$ cat src/rtl/mac_accumulator.sv
`default_nettype none
// ============================================================================
// Module   : mac_accumulator
// Summary  : sums TERMS consecutive products into one dot product and hands
//            the result out on a valid/ready port with a sticky overflow flag.
// Revision : 1.0 - initial release
// ============================================================================

module mac_accumulator #(
  parameter int PROD_W = 8,
  parameter int ACC_W  = 16,
  parameter int TERMS  = 4
) (
  input  logic              clk,
  input  logic              rst_n,
  input  logic              in_valid,
  output logic              in_ready,
  input  logic [PROD_W-1:0] in_product,
  input  logic              clear,
  output logic              out_valid,
  input  logic              out_ready,
  output logic [ACC_W-1:0]  out_sum,
  output logic              out_overflow,
  output logic              busy
);

  localparam int CNT_W = (TERMS > 1) ? $clog2(TERMS) : 1;
  localparam logic [CNT_W-1:0] C_LAST = CNT_W'(TERMS - 1);

  localparam logic [0:0] ST_ACCUM = 1'b0;
  localparam logic [0:0] ST_HOLD  = 1'b1;

  logic [0:0]       r_state;
  logic [0:0]       w_state_next;
  logic [CNT_W-1:0] r_cnt;
  logic [ACC_W-1:0] r_acc;
  logic             r_ovf;

  logic             w_accept;
  logic             w_deliver;
  logic             w_first;
  logic             w_last;
  logic [ACC_W-1:0] w_base;
  logic [ACC_W:0]   w_sum;

  assign w_accept  = in_valid && in_ready;
  assign w_deliver = out_valid && out_ready;
  assign w_first   = (r_cnt == '0);
  assign w_last    = (r_cnt == C_LAST);

  // cnt is always zero in HOLD, so a zero-bubble accept starts a fresh sum.
  assign w_base = w_first ? '0 : r_acc;
  assign w_sum  = {1'b0, w_base} + {1'b0, ACC_W'(in_product)};

  always_ff @(posedge clk) begin
    if (!rst_n) begin
      r_state <= ST_ACCUM;
    end else begin
      r_state <= w_state_next;
    end
  end

  always_comb begin
    w_state_next = r_state;
    case (r_state)
      ST_ACCUM: begin
        if (w_accept && w_last) begin
          w_state_next = ST_HOLD;
        end
      end
      ST_HOLD: begin
        if (w_deliver) begin
          w_state_next = (w_accept && w_last) ? ST_HOLD : ST_ACCUM;
        end
      end
      default: w_state_next = ST_ACCUM;
    endcase
  end

  always_comb begin
    in_ready  = 1'b0;
    out_valid = 1'b0;
    case (r_state)
      ST_ACCUM: in_ready = !clear;
      ST_HOLD: begin
        in_ready  = out_ready;
        out_valid = 1'b1;
      end
      default: in_ready = 1'b0;
    endcase
  end

  always_ff @(posedge clk) begin
    if (!rst_n) begin
      r_cnt <= '0;
      r_acc <= '0;
      r_ovf <= 1'b0;
    end else if ((r_state == ST_ACCUM) && clear) begin
      r_cnt <= '0;
      r_acc <= '0;
      r_ovf <= 1'b0;
    end else if (w_accept) begin
      r_acc <= w_sum[ACC_W-1:0];
      r_ovf <= (w_first ? 1'b0 : r_ovf) | w_sum[ACC_W];
      r_cnt <= w_last ? '0 : r_cnt + CNT_W'(1);
    end
  end

  assign out_sum      = r_acc;
  assign out_overflow = r_ovf;
  assign busy         = (r_state == ST_HOLD) || (r_cnt != '0);

endmodule

`default_nettype wire

$ cat config.mk
export PLATFORM = sky130hd
export DESIGN_NAME = mac_accumulator
export DESIGN_NICKNAME = d
export VERILOG_FILES = /design/src/rtl/mac_accumulator.sv
export SDC_FILE = /design/constraint.sdc
export NUM_CORES = 1
export LEC_CHECK = 0
export ABC_AREA = 1
export CAP_MARGIN = 20
export CORE_ASPECT_RATIO = 1.25
export CORE_MARGIN = 2
export CORE_UTILIZATION = 37
export DETAILED_ROUTE_END_ITERATION = 8
export SETUP_SLACK_MARGIN = 0.15
export SYNTH_ARGS = -nofsm -noshare
export SYNTH_HDL_FRONTEND = slang
export SYNTH_SLANG_ARGS = --single-unit
$ cat constraint.sdc
create_clock -name clk -period 2.55 [get_ports clk]
set_input_delay 0.255 -clock clk [delete_from_list [all_inputs] [get_ports clk]]
set_output_delay 0.255 -clock clk [all_outputs]
set_load 0.02 [all_outputs]
Word level (Yosys, flattened, before mapping)
Cells that the tools add are included.
Operators by class
  bitwise gates (word level): 3
  divide/modulo/power cells: 0
  shifts and indexed selects: 0
  reductions and logical operators: 9
  multiplexer cells: 8
  add/sub/neg operators: 2
  multiply operators: 0
  magnitude comparators: 0
  eq/ne operators: 1
Operator list (number)
  $add A16 B8 Y17: 1
  $mux W16: 1
  $logic_and A1 B1 Y1: 4
  $mux W1: 4
  $pmux W1 S2: 2
  $add A2 B1 Y2 const B: 1
  $eq A2 B2 Y1 const B: 1
  $logic_not A2 Y1: 1
  $mux W2: 1
  $not A1 Y1: 2
  $reduce_bool A2 Y1: 1
  $reduce_or A2 Y1: 1
  $logic_not A1 Y1: 1
  $logic_or A1 B1 Y1: 1
  $or A1 B1 Y1: 1
Storage, ports and cells
  memories kept: 0
  input port bits: 13
  output and inout bits: 20
  bits in latches: 0
  bits in writable memories: 0
  flip-flop bits (word level): 20
  ROM bits: 0

Logic depth before layout (Yosys ltp)
  depth in word-level cells: 7
  gate-level depth with buffers: 15

Worst setup path after synthesis
No wires, ideal clock.
  kind: register -> register
  from: register r_cnt[0]
  to: register r_acc[4] (netlist: out_sum[4])
  cell stages (with the launch flop): 13
  setup time: 115 ps
  slack: 366 ps
  required time: 2435 ps
  arrival time: 2068 ps
  buffers on the path: 1
  path through: dfxtp_1 inv_1 ha_1 buf_4 nor2_1 ha_1 fa_1 nand2_1 nand3_1 and2_1 xor2_1 o21ai_0 inv_1
On the way
  longest elaborated chain between the ends: 3
RTL lines
  start: declaration: line 35  | logic [CNT_W-1:0] r_cnt;
  start signal: assignment: line 105  | r_cnt <= w_last ? '0 : r_cnt + CNT_W'(1);
  $logic_not A2 Y1: line 48  | assign w_first = (r_cnt == '0);
  $mux W16: line 52  | assign w_base = w_first ? '0 : r_acc;
  $add A16 B8 Y17: line 53  | assign w_sum = {1'b0, w_base} + {1'b0, ACC_W'(in_product)};
  end signal: assignment: line 103  | r_acc <= w_sum[ACC_W-1:0];
  end: declaration: line 36  | logic [ACC_W-1:0] r_acc;
No other way between the ends.
A chain may end at the register's enable or synchronous reset.

Worst setup path after layout
  from: register r_cnt[0]
  to: register r_acc[6] (netlist: out_sum[6])
Same word-level chain as after synthesis.

==> flow_metrics.tcl <==
set metrics [dict create \
    final.setup.tns_ps 0 \
    r2r-start "r_cnt[0]" \
    worstMarginPinSlew_ps 436 \
    rrSetupSlack_ps 360 \
    hp-start "out_overflow" \
    grtUsageMet2_pct 29.4 \
    syn_area_um2 1610 \
    synth_xor_xnor_area_share_pct 1.64 \
    synth_seq_cells 20 \
    synth-compound-area-share_pct 8.88 \
    fin_util_pct 49.2 \
    cts_buffers 3 \
    required_ps 2730 \
    cts_root_buf "clkbuf_8" \
    synth.yosys.warnings 0 \
    ys_seq_area_share_pct 24.9 \
    multi_input_area_um2 1000 \
    hold_viol_final 0 \
    area_growth_pct 26.6 \
    ys_types 29 \
    clk_pin_slew_ps 80 \
    rows 26 \
    power_uw 710 \
    drt_iter0_drc 65 \
    use_met3_pct 2.90 \
    antenna_found_initial 0 \
    crit_slowest_cell "fa_1" \
    fin_skew_ps 3.88 \
    path_cells "inv_1 -> ha_4 -> nor2_1 -> ha_1 -> fa_1 -> nand2_1 -> nand3_1 -> and2_1 -> nand2_1 -> nand2_1 -> nand2_1 -> nand3_1 -> nand2_1 -> inv_1" \
    finalSetupViolCount 0 \
    slowest_delay_ps 440 \
    fmax_mhz 457 \
    die_x_um 62.9 \
    synth_cells 250 \
    synth_area_per_cell_um2 6.43 \
    drive_gt1_share_pct 8.13 \
    crit_type "reg2reg" \
    ctsHoldBuffers 0 \
    cts_buffer_depth 2 \
    drcViolationCount 0 \
    vias 1579 \
    regToRegEndpoint "out_sum[6]" \
    grt_setup_unrepaired "false" \
    port_buffers 32 \
    slew-limit-headroom_pct 70.9 \
    synth-adder-area-share_pct 9.03 \
    post_cts_resized 0 \
    synth_fp_nets 274 \
    arrival_ps 2370 \
    dp_hpwl_um 2940 \
    synth_mux_area_share_pct 0 \
    slew_violations 0 \
    htree_levels 1 \
    n_fill_cell 449 \
    end_kind "flop" \
    critPathMaxFanout 6 \
    clock_latency_ps 270 \
    worstSetupStartpointType "flop" \
    top_usage_layer "met2" \
    grt_max_degree 19 \
    cts_setup_buffers 0 \
    ioPinCount 33 \
    vias_per_cell 4.66 \
    min_path_type "reg2reg" \
    crit_family "adder cells" \
    ff2ff_path_depth 14 \
    min_period_ps 2190 \
    cp_common_cell "nand2_1" \
    drtPass1Iterations 4 \
    grt_use_met1_pct 21.6 \
    period_share_pct 85.9 \
    ant_nets 0 \
    regArea_um2 400 \
    yosys.area_share.simple_pct 42.2 \
    status "complete, no violations" \
    track_usage_pct 17.3 \
    layout.cells.most_common_list "56 x nand2_1, 43 x inv_1, 37 x nor2_1, 32 x clkdlybuf4s50_1, 28 x nand3_1" \
    grt_pass1_vias 1505 \
    peakVddDrop_v 0.000179 \
    grt-ovfl-total 0 \
    tritoncts "built" \
    p_leak_uw 0.000892 \
    cts.sinks 20 \
    path_buf_inv 2 \
    place_congestion 0.862 \
    power_density_nw_per_um2 349 \
    synth_top_family_by_area "simple AND/OR/NAND/NOR gates" \
    die_height_um 77.7 \
    wirelength_um 3830 \
    grt_pass1_wl_um 6720 \
    antenna_cells 0 \
    maxCapViolCount 0 \
    die-area_um2 4890 \
    fp.coreArea_um2 4130 \
    start_util_pct 38.9 \
    whs_endpoint "out_overflow" \
    layout_commonest_cell "nand2_1" \
    fin_nets 308 \
    wire_per_inst_um 11.3 \
    hold_path_depth 2 \
]
[report_power, final]
part | internal [uW] | switching [uW] | total, uW
logic | 54.2 | 74.4 | 129
registers | 318 | 3.05 | 321
clock network | 138 | 123 | 261
[cells in the mapped netlist]
cell,n,area [um^2]
nand3_1,28,140
nand2_1,56,210
fa_1,1,20.0
a21boi_1,1,7.51
xnor2_1,1,8.76
buf_6,1,11.3
o211ai_1,2,15.0
xor2_1,2,17.5
nand4_1,3,18.8
nor2_1,37,139
dfxtp_1,20,400
nand3_4,2,35.0
nor2_2,3,18.8
inv_1,43,161
nand2_2,1,6.26
ha_1,10,125
nand2_4,2,22.5
o21ai_1,2,10.0
nor2_8,2,40.0
buf_8,1,15.0
inv_4,1,6.26
nor2_4,1,11.3
inv_2,2,7.51
o21ai_0,5,25.0
a21oi_1,17,85.1
and2_1,1,6.26
buf_2,1,5.00
nand3_2,3,30.0
buf_4,1,7.51
[cell type report]
cell class / instances / area share (%)
clock buffers: 4 / 2.71
inverters: 46 / 8.62
multi-input cells: 180 / 49.4
flip-flops and latches: 20 / 19.7
well taps: 56 / 3.45
repair buffers: 33 / 16.1
[registers in the layout, indices dropped and copies added (netlist names)]
signal        cells
r_state           1
out_overflow      1
r_cnt             2
out_sum          16
[worst max path at each step]
stage,from,to,slack (ps),depth (start not counted)
floorplan,r_cnt[0],out_sum[4],370,12
CTS,r_cnt[0],out_sum[6],280,14
finish,r_cnt[0],out_sum[6],360,14
global placement,r_cnt[0],out_sum[6],360,14
global route,r_cnt[0],out_sum[12],210,12
detailed placement,r_cnt[0],out_sum[6],290,14
[stage by stage]
stage	instance area (um^2)	setup WS, ps	std cells	hold WS [ps]
6_report	2030	361	339	468
5_1_grt	2030	211	339	493
4_1_cts	2020	276	339	475
3_5_place_dp	1970	290	335	466
3_3_place_gp	1970	357	335	461
2_1_floorplan	1610	366	250	408
[worst register-to-register path, delay by kind of cell, from the launching register on]
family,cells,cell delay [ps]
adder cells (fa/ha/maj),3,850
AND/OR/NAND/NOR,9,790
flip-flops,1,330
buffers and inverters,2,140
[cell families after synthesis]
group | after synthesis
adders and majority gates | 11
AOI/OAI and AO/OA | 27
xor gates and xnor gates | 3
and+or+nand+nor | 139
buffers and inverters | 50
DFF | 20
[per-layer routing]
layer | vias to the layer above | part of all wire (%)
met5 | - | 0
met4 | 0 | 1.7
met3 | 5 | 4.0
met2 | 27 | 46
met1 | 693 | 48
li1 | 854 | -
Note: power is estimated with default switching activity, not from simulation.
